### src/rtl/cpu_hazard_unit_if.sv
// Bundle between the ID stage and the hazard unit: the ID instruction's
// register use in one direction, and the forward/stall/bubble decisions in the other.
interface cpu_hazard_unit_if #(
  parameter int REG_ADDR_WIDTH = 5,
  parameter int FWD_DEPTH      = 2
);
  localparam int SW = $clog2(FWD_DEPTH + 1);

  logic                      id_valid;
  logic [REG_ADDR_WIDTH-1:0] id_rn;
  logic [REG_ADDR_WIDTH-1:0] id_rb;
  logic                      id_use_a;
  logic                      id_use_b;
  logic                      id_reg_wren;
  logic [REG_ADDR_WIDTH-1:0] id_rd;
  logic                      id_is_load;
  logic                      flush;
  logic [SW-1:0]             forward_a;
  logic [SW-1:0]             forward_b;
  logic                      stall;
  logic                      bubble;
  logic [31:0]               stall_count;

  modport master (
    output id_valid, id_rn, id_rb, id_use_a, id_use_b,
           id_reg_wren, id_rd, id_is_load, flush,
    input  forward_a, forward_b, stall, bubble, stall_count
  );

  modport slave (
    input  id_valid, id_rn, id_rb, id_use_a, id_use_b,
           id_reg_wren, id_rd, id_is_load, flush,
    output forward_a, forward_b, stall, bubble, stall_count
  );
endinterface

### src/rtl/cpu_hazard_unit.sv
// Forwarding select and load-use stall detection for an in-order pipeline.
// Optional stall statistics counter enabled by macro HAZARD_STALL_COUNT_EN.
module cpu_hazard_unit #(
  parameter int REG_ADDR_WIDTH = 5,
  parameter int ZERO_REG       = 31,
  parameter int FWD_DEPTH      = 2
) (
  input  logic            clk,
  input  logic            reset,
  cpu_hazard_unit_if.slave hz
);
  localparam int SW = $clog2(FWD_DEPTH + 1);
  localparam logic [REG_ADDR_WIDTH-1:0] ZR = REG_ADDR_WIDTH'(ZERO_REG);

  // Tracker entry 1 is the instruction now in EX, entry k is k stages downstream.
  logic [FWD_DEPTH:1]        r_valid;
  logic [FWD_DEPTH:1]        r_wren;
  logic [FWD_DEPTH:1]        r_load;
  logic [REG_ADDR_WIDTH-1:0] r_rd [1:FWD_DEPTH];

  logic [FWD_DEPTH:1]        w_in_valid;
  logic [FWD_DEPTH:1]        w_in_wren;
  logic [FWD_DEPTH:1]        w_in_load;
  logic [REG_ADDR_WIDTH-1:0] w_in_rd [1:FWD_DEPTH];

  logic [FWD_DEPTH:1]        w_match_a;
  logic [FWD_DEPTH:1]        w_match_b;
  logic [SW-1:0]             w_fwd_a;
  logic [SW-1:0]             w_fwd_b;
  logic                      w_load_a;
  logic                      w_load_b;
  logic                      w_stall;
  logic                      w_unused_load;

  genvar gi;
  generate
    for (gi = 1; gi <= FWD_DEPTH; gi++) begin : g_entry
      if (gi == 1) begin : g_head
        assign w_in_valid[gi] = hz.id_valid & ~hz.flush & ~w_stall;
        assign w_in_wren[gi]  = hz.id_reg_wren;
        assign w_in_load[gi]  = hz.id_is_load;
        assign w_in_rd[gi]    = hz.id_rd;
      end else begin : g_tail
        assign w_in_valid[gi] = r_valid[gi-1];
        assign w_in_wren[gi]  = r_wren[gi-1];
        assign w_in_load[gi]  = r_load[gi-1];
        assign w_in_rd[gi]    = r_rd[gi-1];
      end

      assign w_match_a[gi] = hz.id_valid & hz.id_use_a & r_valid[gi] & r_wren[gi] &
                             (r_rd[gi] == hz.id_rn) & (r_rd[gi] != ZR);
      assign w_match_b[gi] = hz.id_valid & hz.id_use_b & r_valid[gi] & r_wren[gi] &
                             (r_rd[gi] == hz.id_rb) & (r_rd[gi] != ZR);
    end
  endgenerate

  always_ff @(posedge clk or negedge reset) begin
    if (!reset) begin
      r_valid <= '0;
      r_wren  <= '0;
      r_load  <= '0;
      for (int k = 1; k <= FWD_DEPTH; k++) r_rd[k] <= '0;
    end else begin
      r_valid <= w_in_valid;
      r_wren  <= w_in_wren;
      r_load  <= w_in_load;
      for (int k = 1; k <= FWD_DEPTH; k++) r_rd[k] <= w_in_rd[k];
    end
  end

  // Scan oldest to youngest so the nearest producer overwrites older matches.
  always_comb begin
    w_fwd_a = '0;
    w_fwd_b = '0;
    for (int k = FWD_DEPTH; k >= 1; k--) begin
      if (w_match_a[k]) w_fwd_a = SW'(k);
      if (w_match_b[k]) w_fwd_b = SW'(k);
    end
  end

  assign w_load_a = w_match_a[1] & r_load[1];
  assign w_load_b = w_match_b[1] & r_load[1];
  assign w_stall  = (w_load_a | w_load_b) & hz.id_valid & ~hz.flush;

  assign hz.stall     = w_stall;
  assign hz.bubble    = w_stall | hz.flush;
  assign hz.forward_a = (w_stall | w_load_a) ? '0 : w_fwd_a;
  assign hz.forward_b = (w_stall | w_load_b) ? '0 : w_fwd_b;

  // Only entry 1's load flag matters; the oldest entry's flag has no reader.
  assign w_unused_load = &{1'b0, r_load};

`ifdef HAZARD_STALL_COUNT_EN
  logic [31:0] r_stall_count;

  always_ff @(posedge clk or negedge reset) begin
    if (!reset) begin
      r_stall_count <= '0;
    end else if (w_stall && (r_stall_count != 32'hFFFF_FFFF)) begin
      r_stall_count <= r_stall_count + 32'd1;
    end
  end

  assign hz.stall_count = r_stall_count;
`else
  assign hz.stall_count = '0;
`endif
endmodule
### src/flat_wrapper.sv
// flat-port wrapper written by rule: the top's interface ports become plain ports
module cpu_hazard_unit_flat 
#(
  parameter int REG_ADDR_WIDTH = 5,
  parameter int ZERO_REG       = 31,
  parameter int FWD_DEPTH      = 2
)
  (clk, reset, hz_id_valid, hz_id_rn, hz_id_rb, hz_id_use_a, hz_id_use_b, hz_id_reg_wren, hz_id_rd, hz_id_is_load, hz_flush, hz_forward_a, hz_forward_b, hz_stall, hz_bubble, hz_stall_count);
  cpu_hazard_unit_if #(.REG_ADDR_WIDTH(REG_ADDR_WIDTH), .FWD_DEPTH(FWD_DEPTH)) hz_i ();
  input  logic clk;
  input  logic reset;
  input wire logic [$bits(hz_i.id_valid)-1:0] hz_id_valid;
  input wire logic [$bits(hz_i.id_rn)-1:0] hz_id_rn;
  input wire logic [$bits(hz_i.id_rb)-1:0] hz_id_rb;
  input wire logic [$bits(hz_i.id_use_a)-1:0] hz_id_use_a;
  input wire logic [$bits(hz_i.id_use_b)-1:0] hz_id_use_b;
  input wire logic [$bits(hz_i.id_reg_wren)-1:0] hz_id_reg_wren;
  input wire logic [$bits(hz_i.id_rd)-1:0] hz_id_rd;
  input wire logic [$bits(hz_i.id_is_load)-1:0] hz_id_is_load;
  input wire logic [$bits(hz_i.flush)-1:0] hz_flush;
  output wire logic [$bits(hz_i.forward_a)-1:0] hz_forward_a;
  output wire logic [$bits(hz_i.forward_b)-1:0] hz_forward_b;
  output wire logic [$bits(hz_i.stall)-1:0] hz_stall;
  output wire logic [$bits(hz_i.bubble)-1:0] hz_bubble;
  output wire logic [$bits(hz_i.stall_count)-1:0] hz_stall_count;
  assign hz_i.id_valid = hz_id_valid;
  assign hz_i.id_rn = hz_id_rn;
  assign hz_i.id_rb = hz_id_rb;
  assign hz_i.id_use_a = hz_id_use_a;
  assign hz_i.id_use_b = hz_id_use_b;
  assign hz_i.id_reg_wren = hz_id_reg_wren;
  assign hz_i.id_rd = hz_id_rd;
  assign hz_i.id_is_load = hz_id_is_load;
  assign hz_i.flush = hz_flush;
  assign hz_forward_a = hz_i.forward_a;
  assign hz_forward_b = hz_i.forward_b;
  assign hz_stall = hz_i.stall;
  assign hz_bubble = hz_i.bubble;
  assign hz_stall_count = hz_i.stall_count;
  cpu_hazard_unit #(.REG_ADDR_WIDTH(REG_ADDR_WIDTH), .ZERO_REG(ZERO_REG), .FWD_DEPTH(FWD_DEPTH)) u_core (.clk(clk), .reset(reset), .hz(hz_i));
endmodule
### config.mk
export PLATFORM = sky130hd
export DESIGN_NAME = cpu_hazard_unit_flat
export DESIGN_NICKNAME = d
export VERILOG_FILES = /design/src/rtl/cpu_hazard_unit_if.sv /design/src/rtl/cpu_hazard_unit.sv /design/src/flat_wrapper.sv
export SDC_FILE = /design/constraint.sdc
export NUM_CORES = 1
export LEC_CHECK = 0
export CORE_ASPECT_RATIO = 0.9
export CORE_MARGIN = 5
export CORE_UTILIZATION = 40
export CTS_BUF_LIST = sky130_fd_sc_hd__clkbuf_4 sky130_fd_sc_hd__clkbuf_8
export CTS_CLUSTER_SIZE = 16
export DETAILED_ROUTE_END_ITERATION = 6
export PLACE_DENSITY = 0.95
export SLEW_MARGIN = 20
export SYNTH_ARGS = -nofsm -noshare
export SYNTH_HDL_FRONTEND = slang
export SYNTH_SLANG_ARGS = --single-unit
### constraint.sdc
create_clock -name clk -period 3.4 [get_ports clk]
set_input_delay 0.51 -clock clk [delete_from_list [all_inputs] [get_ports clk]]
set_output_delay 0.51 -clock clk [all_outputs]
set_load 0.01 [all_outputs]
* Word-level counts from Yosys, hierarchy flattened
Index checks and enable logic that the tools add are counted.
** Word-level totals
- Flip-flop bits (word level) :: 15
- Latch bits :: 0
- Bits in writable memories :: 0
- Memory bits (read-only) :: 0
- Input bits :: 23
- Output and inout bits :: 38
- Word-level logic and storage cells :: 47
- Memories :: 0
** Operators by class
- Add/subtract/negate cells :: 0
- $mul :: 0
- Divide/modulo/power cells :: 0
- Magnitude comparators :: 0
- Equality and inequality tests :: 6
- Shifts and indexed selects :: 0
- Muxes and demuxes :: 6
- Bitwise logic cells :: 30
- Reductions and logical operators :: 0
** Operators by type and width (count)
- $and A1 B1 Y1 :: 24
- $eq A5 B5 Y1 :: 4
- $mux W2 :: 6
- $ne A5 B5 Y1 const B :: 2
- $or A1 B1 Y1 :: 4
- $not A1 Y1 :: 2

* Logic depth before layout (Yosys ltp)
Gate-level depths: netlist of the first run.
- Depth in word-level cells :: 11
- Gate-level depth with buffers :: 5
- Depth with buffers taken out :: 5

* Worst setup path before layout of the first run
No wires, ideal clock.
- Path type :: input to output
- From :: in hz_id_rn[2]
- To :: out hz_stall
- Data arrival time :: 1.508 ns
- Path slack :: 1.382 ns
- Stages :: 5
- Buffers on the path :: 0
- Cell sequence :: xor2_1 > nor4_1 > nand4_1 > nor2_1 > o21a_1
** Between the ends
- Word-level cells in the longest chain between the ends :: 7
** Ends and longest elaborated chain
- start, declared :: line flat_wrapper.sv:13 : input wire logic [$bits(hz_i.id_rn)-1:0] hz_id_rn;
- $eq A5 B5 Y1 :: line cpu_hazard_unit.sv:51 : (r_rd[gi] == hz.id_rn) & (r_rd[gi] != ZR);
- $and A1 B1 Y1 :: line cpu_hazard_unit.sv:50 : assign w_match_a[gi] = hz.id_valid & hz.id_use_a & r_valid[gi] & r_wren[gi] &
- $and A1 B1 Y1 :: line cpu_hazard_unit.sv:51
- $and A1 B1 Y1 :: line cpu_hazard_unit.sv:81 : assign w_load_a = w_match_a[1] & r_load[1];
- $or A1 B1 Y1 :: line cpu_hazard_unit.sv:83 : assign w_stall = (w_load_a | w_load_b) & hz.id_valid & ~hz.flush;
- $and A1 B1 Y1 (2 in series) :: line cpu_hazard_unit.sv:83
- end, declared :: line flat_wrapper.sv:23 : output wire logic [$bits(hz_i.stall)-1:0] hz_stall;
No other way between the ends.

* Worst setup path after layout of the first run
Same ends and word-level chain as after synthesis.

==> run_results.csv, run 1 <==
group,metric,value,unit
synth,yosysWarnings,0,
cells_and_area,drive_above_1_share,0.0640,
worst_setup_path,critical_path_class,"primary input to primary output",
synth,post-synth-top-area-cell,"dfrtp_1",
global_routing,track_usage,0.112,
floorplan,coreArea,2380,um2
worst_setup_path,worstReg2RegEnd,"u_core.r_valid[1]",
power,finalPower,0.000374,W
synth,synth-edff-count,0,
detailed_routing,firstDrtPassIters,4,
place,dpl_worst_slack,0.205,ns
global_routing,grt_antenna_before_repair,0,
detailed_routing,avgRoutedWirePerCell,12.1,um
synth,synth_top_area_frac,0.387,
power,leakagePower,0.514,nW
clock_tree,clk_path_buf_depth,2,
floorplan,initial_core_util,0.408,
floorplan,die_w,61.9,um
clock_tree,clock-sinks,15,
sta,tightest_slew,0.618,ns
clock_tree,post_cts_buffers,0,
clock_tree,root_buffer,"clkbuf_4",
sta,finalWorstSetupSlack,0.212,ns
detailed_routing,drt-vias-per-instance,4.44,
clock_tree,tritoncts,"done",
cells_and_area,nFillCells,215,
synth,synth_cell_types,19,
clock_tree,ctsResizeCount,0,
sta,tns,0,ns
worst_setup_path,worst_setup_path_end_kind,"primary output",
sta,period_minus_slack,3.19,ns
detailed_routing,routed_wl,1.86,mm
cells_and_area,fin_nets,149,
global_routing,grt_pass1_wl,2.94,mm
detailed_routing,drc,0,
power,power.density,313,nW/um2
cells_and_area,multi_input_area,468,um2
cells_and_area,stdcell_area,1190,um2
power,ir_drop,0.269,mV
cells_and_area,seq_area,375,um2
worst_setup_path,crit_path_end,"hz_stall",
worst_setup_path,r2r_slack,1.81,ns
detailed_routing,postRouteAntennaNets,0,
hold_path,hp-class,"register to register",
sta,max_clock_freq,0.314,GHz
clock_tree,cts.clk_slew.worst_paths,0.07,ns
sta,hold_viol,0,
worst_setup_path,critPathMaxFanout,3,
sta,relSlewSlack,0.587,
cells_and_area,antenna_cells,0,
clock_tree,cts_hold_buf,0,
floorplan,rows,17,
detailed_routing,num_vias,679,
worst_setup_path,r2r_cells,5,
sta,maxSlewViolCount,0,
clock_tree,numCtsBuffers,3,
detailed_routing,first_iter_violations,7,
place,place_congestion,0.776,
synth,synthesis.area,971,um2
worst_setup_path,crit_path_start,"hz_id_rn[2]",
floorplan,die_area,3510,um2
worst_setup_path,worstPathArrival,2.68,ns
synth,async_flop_share,1.00,
sta,finalCritPeriodShare,0.938,
synth,synthTopCellsByCount,"buf_4, xor2_1, dfrtp_1",
place,numPortBuffers,28,
synth,seq_area_frac_synth,0.387,
place,post-dp-hpwl,1.73,mm
synth,ys_top_cells_by_area,"dfrtp_1, buf_4, xor2_1",
outcome,status,"finished clean",
place,placed_cell_area,1160,um2
clock_tree,clkLatencyLatePin,0.26,ns
sta,finClkSkew,0.00383,ns
worst_setup_path,crit_path_start_kind,"primary input",
sta,rsz0062_at_grt,"no",
synth,synth_seq_cells,15,
synth,avgSynthCellArea,10.3,um2
cells_and_area,layout.cells.non_filler,153,
synth,netlist_instances,94,
cells_and_area,synthToLayoutAreaGrowth,22.8,%
clock_tree,ctsHtreeMaxLevel,1,
global_routing,grt_overflow,0,
place,dp.cells,149,
global_routing,grt_max_degree,16,
flow_run,cap_violations,0,
worst_setup_path,critPathRequiredTime,2.89,ns
global_routing,grt_pass1_vias,705,
worst_setup_path,crit-reg2reg-launch,"u_core.r_rd[8]",
synth,yosysMostFrequentCell,"buf_4",
floorplan,die_y,56.7,um
synth,ys.flop_type,"dfrtp_1",
floorplan,ios,61,
sta,setup_viol,0,
==> placed cells by master, fill, tap and decap left out <==
cell | synthesis | final
clkdlybuf4s50_1 | 0 | 28
nand4_1 | 4 | 4
a211oi_2 | 1 | 1
xor2_1 | 16 | 16
conb_1 | 1 | 32
nor3_1 | 2 | 2
nand2_1 | 2 | 2
o21a_1 | 1 | 1
or2_1 | 1 | 1
nor4_1 | 4 | 4
clkbuf_4 | 0 | 4
a2111oi_2 | 2 | 2
inv_1 | 1 | 1
o211ai_1 | 1 | 1
nand3_1 | 2 | 2
o211ai_2 | 1 | 1
xnor2_1 | 4 | 4
nor2_1 | 3 | 3
dfrtp_1 | 15 | 15
nor3b_1 | 1 | 1
==> area by class of cell <==
class                      instances  area share
clock buffer                       4      0.0252
inverter                           1     0.00315
timing repair buffer              28       0.235
tap                               28      0.0294
sequential                        15       0.315
multi-input combinational         77       0.392
==> kinds of logic (layout without fill, tap and decap cells) <==
kind of cell / count (synthesis) / after routing / share of synthesized area
compound gates: 6 / 6 / 0.0722
simple gates: 19 / 19 / 0.106
flops: 15 / 15 / 0.387
other cells: 1 / 32 / 0.00386
xor+xnor: 20 / 20 / 0.180
buf+inv: 33 / 33 / 0.251
==> power breakdown <==
part	internal [W]	total, W	switching, W
registers	0.000187	0.000197	0.00000994
logic	0.0000371	0.0000782	0.0000411
clock network	0.0000533	0.0000981	0.0000448
total	0.000278	0.000374	0.0000958
==> sequential cells by signal, indices dropped and copies added, names as in the netlist <==
name / cells
u_core.r_wren: 2
u_core.r_rd: 10
u_core.r_load: 1
u_core.r_valid: 2
==> worst min path at each step <==
stage	endpoint	slack, ns	cells past startpoint	start
floorplan	u_core.r_load[1]	0.21	0	reset
global placement	u_core.r_wren[2]	0.37	0	u_core.r_wren[1]
detailed placement	u_core.r_valid[2]	0.40	0	u_core.r_valid[1]
CTS	u_core.r_valid[2]	0.41	0	u_core.r_valid[1]
global route	u_core.r_valid[2]	0.42	0	u_core.r_valid[1]
finish	u_core.r_valid[2]	0.41	0	u_core.r_valid[1]
==> worst max-delay path: stages <==
cell,delay [ns]
clkdlybuf4s50_1,0.46
xor2_1,0.19
nor4_1,0.32
nand4_1,0.23
nor2_1,0.28
o21a_1,0.17
clkdlybuf4s50_1,0.53
==> metal layers <==
layer | track usage | part of all wire | vias to the layer above
li1 | - | - | 314
met1 | 0.113 | 0.32 | 318
met2 | 0.214 | 0.55 | 45
met3 | 0.0115 | 0.12 | 2
met4 | 0.0515 | 0.0081 | 0
met5 | 0 | 0 | -
==> stage by stage <==
| stage | util | hold WS [ns] |
|---|---|---|
| 2_1_floorplan | - | 0.214 |
| 3_3_place_gp | 0.488 | 0.373 |
| 3_5_place_dp | 0.488 | 0.400 |
| 4_1_cts | 0.501 | 0.412 |
| 5_1_grt | 0.501 | 0.422 |
| 6_report | 0.501 | 0.407 |
Power figures use the tool's default switching activity.
==> inputs of run 2 (changes only) <==
--- a/config.mk
+++ b/config.mk
@@ -12,6 +12,7 @@
 export CTS_CLUSTER_SIZE = 16
 export DETAILED_ROUTE_END_ITERATION = 6
 export PLACE_DENSITY = 0.95
+export RECOVER_POWER = 25
 export SLEW_MARGIN = 20
 export SYNTH_ARGS = -nofsm -noshare
 export SYNTH_HDL_FRONTEND = slang
==> run 2 against run 1 <==
Net effect:
- power shrank 0.12%
- clock power is essentially flat
- cell count is the same
- utilization is the same
- largest power group unchanged
- wire length is essentially flat
- register-to-register slack is essentially flat
- flip-flop and latch count is the same
- clock skew is the same
==> run_results.csv, run 2 (same netlist as run 1, synthesis figures left out) <==
group,metric,value,unit
global_routing,track_usage,0.112,
sta,tightest_slew,0.618,ns
worst_setup_path,critPathMaxFanout,3,
worst_setup_path,critical_path_class,"primary input to primary output",
power,leakagePower,0.515,nW
detailed_routing,postRouteAntennaNets,0,
flow_run,cap_violations,0,
clock_tree,clk_path_buf_depth,2,
detailed_routing,drt-vias-per-instance,4.44,
worst_setup_path,worstPathArrival,2.68,ns
worst_setup_path,path_delay_family,"buffers and inverters",
hold_path,worstHoldPathCells,0,
sta,max_clock_freq,0.314,GHz
sta,rsz0062_at_grt,"no",
worst_setup_path,cpPeakStageDelay,0.53,ns
sta,maxSlewViolCount,0,
clock_tree,numCtsBuffers,3,
worst_setup_path,crit-reg2reg-launch,"u_core.r_rd[8]",
worst_setup_path,path_common_cell,"clkdlybuf4s50_1",
worst_setup_path,worst_setup_path_end_kind,"primary output",
sta,finClkSkew,0.00383,ns
place,place_congestion,0.776,
clock_tree,clkLatencyLatePin,0.26,ns
outcome,status,"finished clean",
sta,hold_viol,0,
clock_tree,tritoncts,"done",
sta,whs,0.407,ns
floorplan,die_w,61.9,um
cells_and_area,top_regs,"u_core.r_rd x10, u_core.r_valid x2, u_core.r_wren x2",
worst_setup_path,critPathRequiredTime,2.89,ns
floorplan,ios,61,
worst_setup_path,r2r_cells,5,
clock_tree,root_buffer,"clkbuf_4",
global_routing,grt_pass1_vias,705,
floorplan,die_y,56.7,um
cells_and_area,largest_reg_flops,10,
hold_path,hold_path_end,"u_core.r_valid[2]",
clock_tree,post_cts_buffers,0,
clock_tree,cts.clk_slew.worst_paths,0.07,ns
detailed_routing,avgRoutedWirePerCell,12.1,um
clock_tree,clock-sinks,15,
place,placed_cell_area,1160,um2
global_routing,grt_overflow,0,
detailed_routing,first_iter_violations,7,
sta,period_minus_slack,3.19,ns
cells_and_area,fin_nets,149,
cells_and_area,final_common_cell,"conb_1",
global_routing,grt_antenna_before_repair,0,
cells_and_area,layout_common_cells,"conb_1, clkdlybuf4s50_1, xor2_1, dfrtp_1",
power,ir_drop,0.268,mV
worst_setup_path,crit_chain,"clkdlybuf4s50_1 -> xor2_1 -> nor4_1 -> nand4_1 -> nor2_1 -> o21a_1 -> clkdlybuf4s50_1",
floorplan,initial_core_util,0.408,
worst_setup_path,crit_path_start_kind,"primary input",
global_routing,grt_pass1_wl,2.94,mm
cells_and_area,regMostFlops,"u_core.r_rd",
worst_setup_path,r2r_slack,1.81,ns
place,post-dp-hpwl,1.73,mm
place,numPortBuffers,28,
power,power.density,313,nW/um2
detailed_routing,firstDrtPassIters,4,
global_routing,grt_max_degree,16,
sta,finalCritPeriodShare,0.938,
cells_and_area,stdcell_area,1190,um2
hold_path,hold_start,"u_core.r_valid[1]",
clock_tree,ctsResizeCount,0,
floorplan,coreArea,2380,um2
detailed_routing,num_vias,679,
floorplan,rows,17,
cells_and_area,antenna_cells,0,
clock_tree,ctsHtreeMaxLevel,1,
detailed_routing,drc,0,
hold_path,hp-class,"register to register",
sta,setup_viol,0,
floorplan,die_area,3510,um2
cells_and_area,drive_above_1_share,0.0640,
sta,tns,0,ns
worst_setup_path,crit_path_top_delay_cell,"clkdlybuf4s50_1",
cells_and_area,synthToLayoutAreaGrowth,22.8,%
sta,relSlewSlack,0.587,
worst_setup_path,cp.buffers_inverters,2,
detailed_routing,routed_wl,1.86,mm
clock_tree,cts_hold_buf,0,
worst_setup_path,worstReg2RegEnd,"u_core.r_valid[1]",
## run 2: worst max-delay path by stage
| stage | start | end | slack (ns) | depth (start not counted) |
|---|---|---|---|---|
| after detailed placement | hz_id_rn[2] | hz_stall | 0.20 | 7 |
| final | hz_id_rn[2] | hz_stall | 0.21 | 7 |
| after CTS | hz_id_rn[2] | hz_stall | 0.20 | 7 |
| after global routing | hz_id_rn[0] | hz_stall | 0.15 | 7 |
| after floorplan | hz_id_rn[2] | hz_stall | 1.38 | 5 |
| after global placement | hz_id_rn[2] | hz_stall | 0.30 | 7 |
## run 2: worst reg2reg max path, stage by stage (launching register included)
cell and delay (ns):
dfrtp_1 0.44, xor2_1 0.18, nor4_1 0.30, nand4_1 0.21, a211oi_2 0.27, nor3b_1 0.08
## run 2: layout make-up
cell class	instances	area (um2)
Multi-Input combinational cell	77	468
Inverter	1	3.75
Fill cell	215	1190
Clock buffer	4	30.0
Sequential cell	15	375
Timing Repair Buffer	28	280
Tap cell	28	35.0
## run 2: stage by stage
stage          instances  setup slack (ns)  total power, W   util
2_1_floorplan        125              1.38        0.000264      -
3_3_place_gp         149             0.303        0.000275  0.488
3_5_place_dp         149             0.205        0.000278  0.488
4_1_cts              153             0.196        0.000378  0.501
5_1_grt              153             0.147        0.000395  0.501
6_report             153             0.212        0.000373  0.501
## run 2: power by group
group / internal, W / switching (W)
clock: 0.0000533 / 0.0000448
combinational: 0.0000366 / 0.0000411
sequential: 0.000187 / 0.00000994
## run 2: routing by layer
| metal | track usage | routed length (um) |
|---|---|---|
| met1 | 0.113 | 602 |
| met2 | 0.214 | 1010 |
| met3 | 0.0115 | 226 |
| met4 | 0.0515 | 15 |
| met5 | 0 | 0 |
==> inputs of run 3 (changes only) <==
--- a/config.mk
+++ b/config.mk
@@ -6,11 +6,12 @@
 export NUM_CORES = 1
 export LEC_CHECK = 0
 export CORE_ASPECT_RATIO = 0.9
-export CORE_MARGIN = 5
+export CORE_MARGIN = 1
 export CORE_UTILIZATION = 40
 export CTS_BUF_LIST = sky130_fd_sc_hd__clkbuf_4 sky130_fd_sc_hd__clkbuf_8
 export CTS_CLUSTER_SIZE = 16
 export DETAILED_ROUTE_END_ITERATION = 6
+export GPL_TIMING_DRIVEN = 0
 export PLACE_DENSITY = 0.95
 export RECOVER_POWER = 25
 export SLEW_MARGIN = 20
==> run 3 against run 2 <==
Net effect:
- clock power is essentially flat
- global-route usage is 4.2 points higher
- hold slack worse by 0.0010 ns
- setup slack worse by 0.016 ns
- flip-flop and latch count unchanged
- cell count rose by 20%
- count of clock-buffer cells in the layout unchanged
- die area is 25% lower
- critical path depth did not move
- sequential share of layout area shrank 5.3 points
==> run_results.csv, run 3 (same netlist as run 1, synthesis figures left out) <==
group,metric,value,unit
outcome,status,"finished clean",
sta,hold_viol,0,
detailed_routing,avgRoutedWirePerCell,10.0,um
detailed_routing,num_vias,768,
global_routing,grt_overflow,0,
worst_setup_path,critPathMaxFanout,3,
clock_tree,post_cts_buffers,0,
floorplan,ios,61,
detailed_routing,first_iter_violations,4,
cells_and_area,drive_above_1_share,0.255,
floorplan,die_w,53.9,um
worst_setup_path,critical_path_class,"primary input to primary output",
clock_tree,clkLatencyLatePin,0.26,ns
detailed_routing,routed_wl,1.84,mm
worst_setup_path,crit_path_start_kind,"primary input",
clock_tree,root_buffer,"clkbuf_4",
sta,maxSlewViolCount,0,
worst_setup_path,critPathRequiredTime,2.89,ns
sta,setup_viol,0,
sta,period_minus_slack,3.20,ns
worst_setup_path,r2r_slack,1.75,ns
cells_and_area,seq_area,375,um2
clock_tree,ctsResizeCount,0,
sta,finClkSkew,0.00211,ns
floorplan,rows,16,
sta,whs,0.406,ns
hold_path,hp-class,"register to register",
cells_and_area,top_regs,"u_core.r_rd x10, u_core.r_valid x2, u_core.r_wren x2",
worst_setup_path,worstPathArrival,2.69,ns
global_routing,grt_pass1_vias,693,
hold_path,worstHoldPathCells,0,
floorplan,initial_core_util,0.433,
cells_and_area,largest_reg_flops,10,
worst_setup_path,worst_setup_path_end_kind,"primary output",
global_routing,grt_pass1_wl,3.00,mm
cells_and_area,layout_common_cells,"buf_4, conb_1, clkdlybuf4s50_1, xor2_1, dfrtp_1",
flow_run,cap_violations,0,
detailed_routing,drt-vias-per-instance,4.17,
power,ir_drop,0.260,mV
floorplan,coreArea,2240,um2
sta,tightest_slew,0.620,ns
place,place_congestion,0.775,
clock_tree,numCtsBuffers,3,
sta,relSlewSlack,0.585,
place,post-dp-hpwl,1.66,mm
global_routing,track_usage,0.154,
clock_tree,tritoncts,"done",
power,power.density,280,nW/um2
clock_tree,clock-sinks,15,
cells_and_area,antenna_cells,0,
detailed_routing,firstDrtPassIters,4,
clock_tree,cts.clk_slew.worst_paths,0.07,ns
sta,rsz0062_at_grt,"no",
cells_and_area,synthToLayoutAreaGrowth,47.4,%
floorplan,die_area,2630,um2
place,numPortBuffers,28,
sta,finalCritPeriodShare,0.942,
floorplan,die_y,48.7,um
global_routing,grt_max_degree,16,
sta,tns,0,ns
cells_and_area,multi_input_area,468,um2
detailed_routing,postRouteAntennaNets,0,
power,leakagePower,0.689,nW
detailed_routing,drc,0,
clock_tree,ctsHtreeMaxLevel,1,
sta,max_clock_freq,0.312,GHz
global_routing,grt_antenna_before_repair,0,
cells_and_area,regMostFlops,"u_core.r_rd",
clock_tree,clk_path_buf_depth,2,
cells_and_area,nFillCells,180,
worst_setup_path,r2r_cells,5,
cells_and_area,fin_nets,181,
clock_tree,cts_hold_buf,0,
[run 3: final cells by class]
class / count / share of cell area
Clock buffer: 4 / 0.0210
Inverter: 1 / 0.00262
Timing Repair Buffer: 28 / 0.196
Tap cell: 27 / 0.0236
Sequential cell: 15 / 0.262
Buffer: 32 / 0.168
Multi-Input combinational cell: 77 / 0.327
[run 3: worst max-delay path, stage by stage]
cell             delay, ns
clkdlybuf4s50_1       0.47
xor2_1                0.19
nor4_1                0.31
nand4_1               0.24
nor2_1                0.28
o21a_1                0.17
clkdlybuf4s50_1       0.53
[run 3: final timing paths]
kind,to,startpoint
max in group asynchronous,u_core.r_rd[4],reset
min in group asynchronous,u_core.r_rd[7],reset
worst min register to register,u_core.r_wren[2],u_core.r_wren[1]
worst max register to register,u_core.r_valid[1],u_core.r_rd[5]
worst min-delay path,u_core.r_wren[2],u_core.r_wren[1]
worst max-delay path,hz_stall,hz_id_rn[0]
[run 3: per-stage QoR]
stage	instances	util	total power [W]	setup WS (ns)	cell area, um2
6_report	184	0.638	0.000401	0.197	1430
5_1_grt	184	0.638	0.000428	0.0587	1430
4_1_cts	184	0.638	0.000404	0.229	1430
3_5_place_dp	180	0.625	0.000305	0.232	1400
3_3_place_gp	180	0.625	0.000302	0.314	1400
2_1_floorplan	125	-	0.000264	1.38	1090
[run 3: where the power goes]
part           switching, W  internal (W)  leakage [nW]   total, W
Sequential       0.00000988      0.000187         0.177   0.000197
Combinational     0.0000455     0.0000603         0.494   0.000106
Clock             0.0000447     0.0000533        0.0184  0.0000979
Total              0.000100      0.000301         0.689   0.000401
[run 3: metal layers]
layer | wire length [um] | global-route usage | up-vias
li1 | - | - | 378
met1 | 660 | 0.164 | 335
met2 | 992 | 0.296 | 51
met3 | 161 | 0.0157 | 4
met4 | 27 | 0.0482 | 0
met5 | 0 | 0 | -
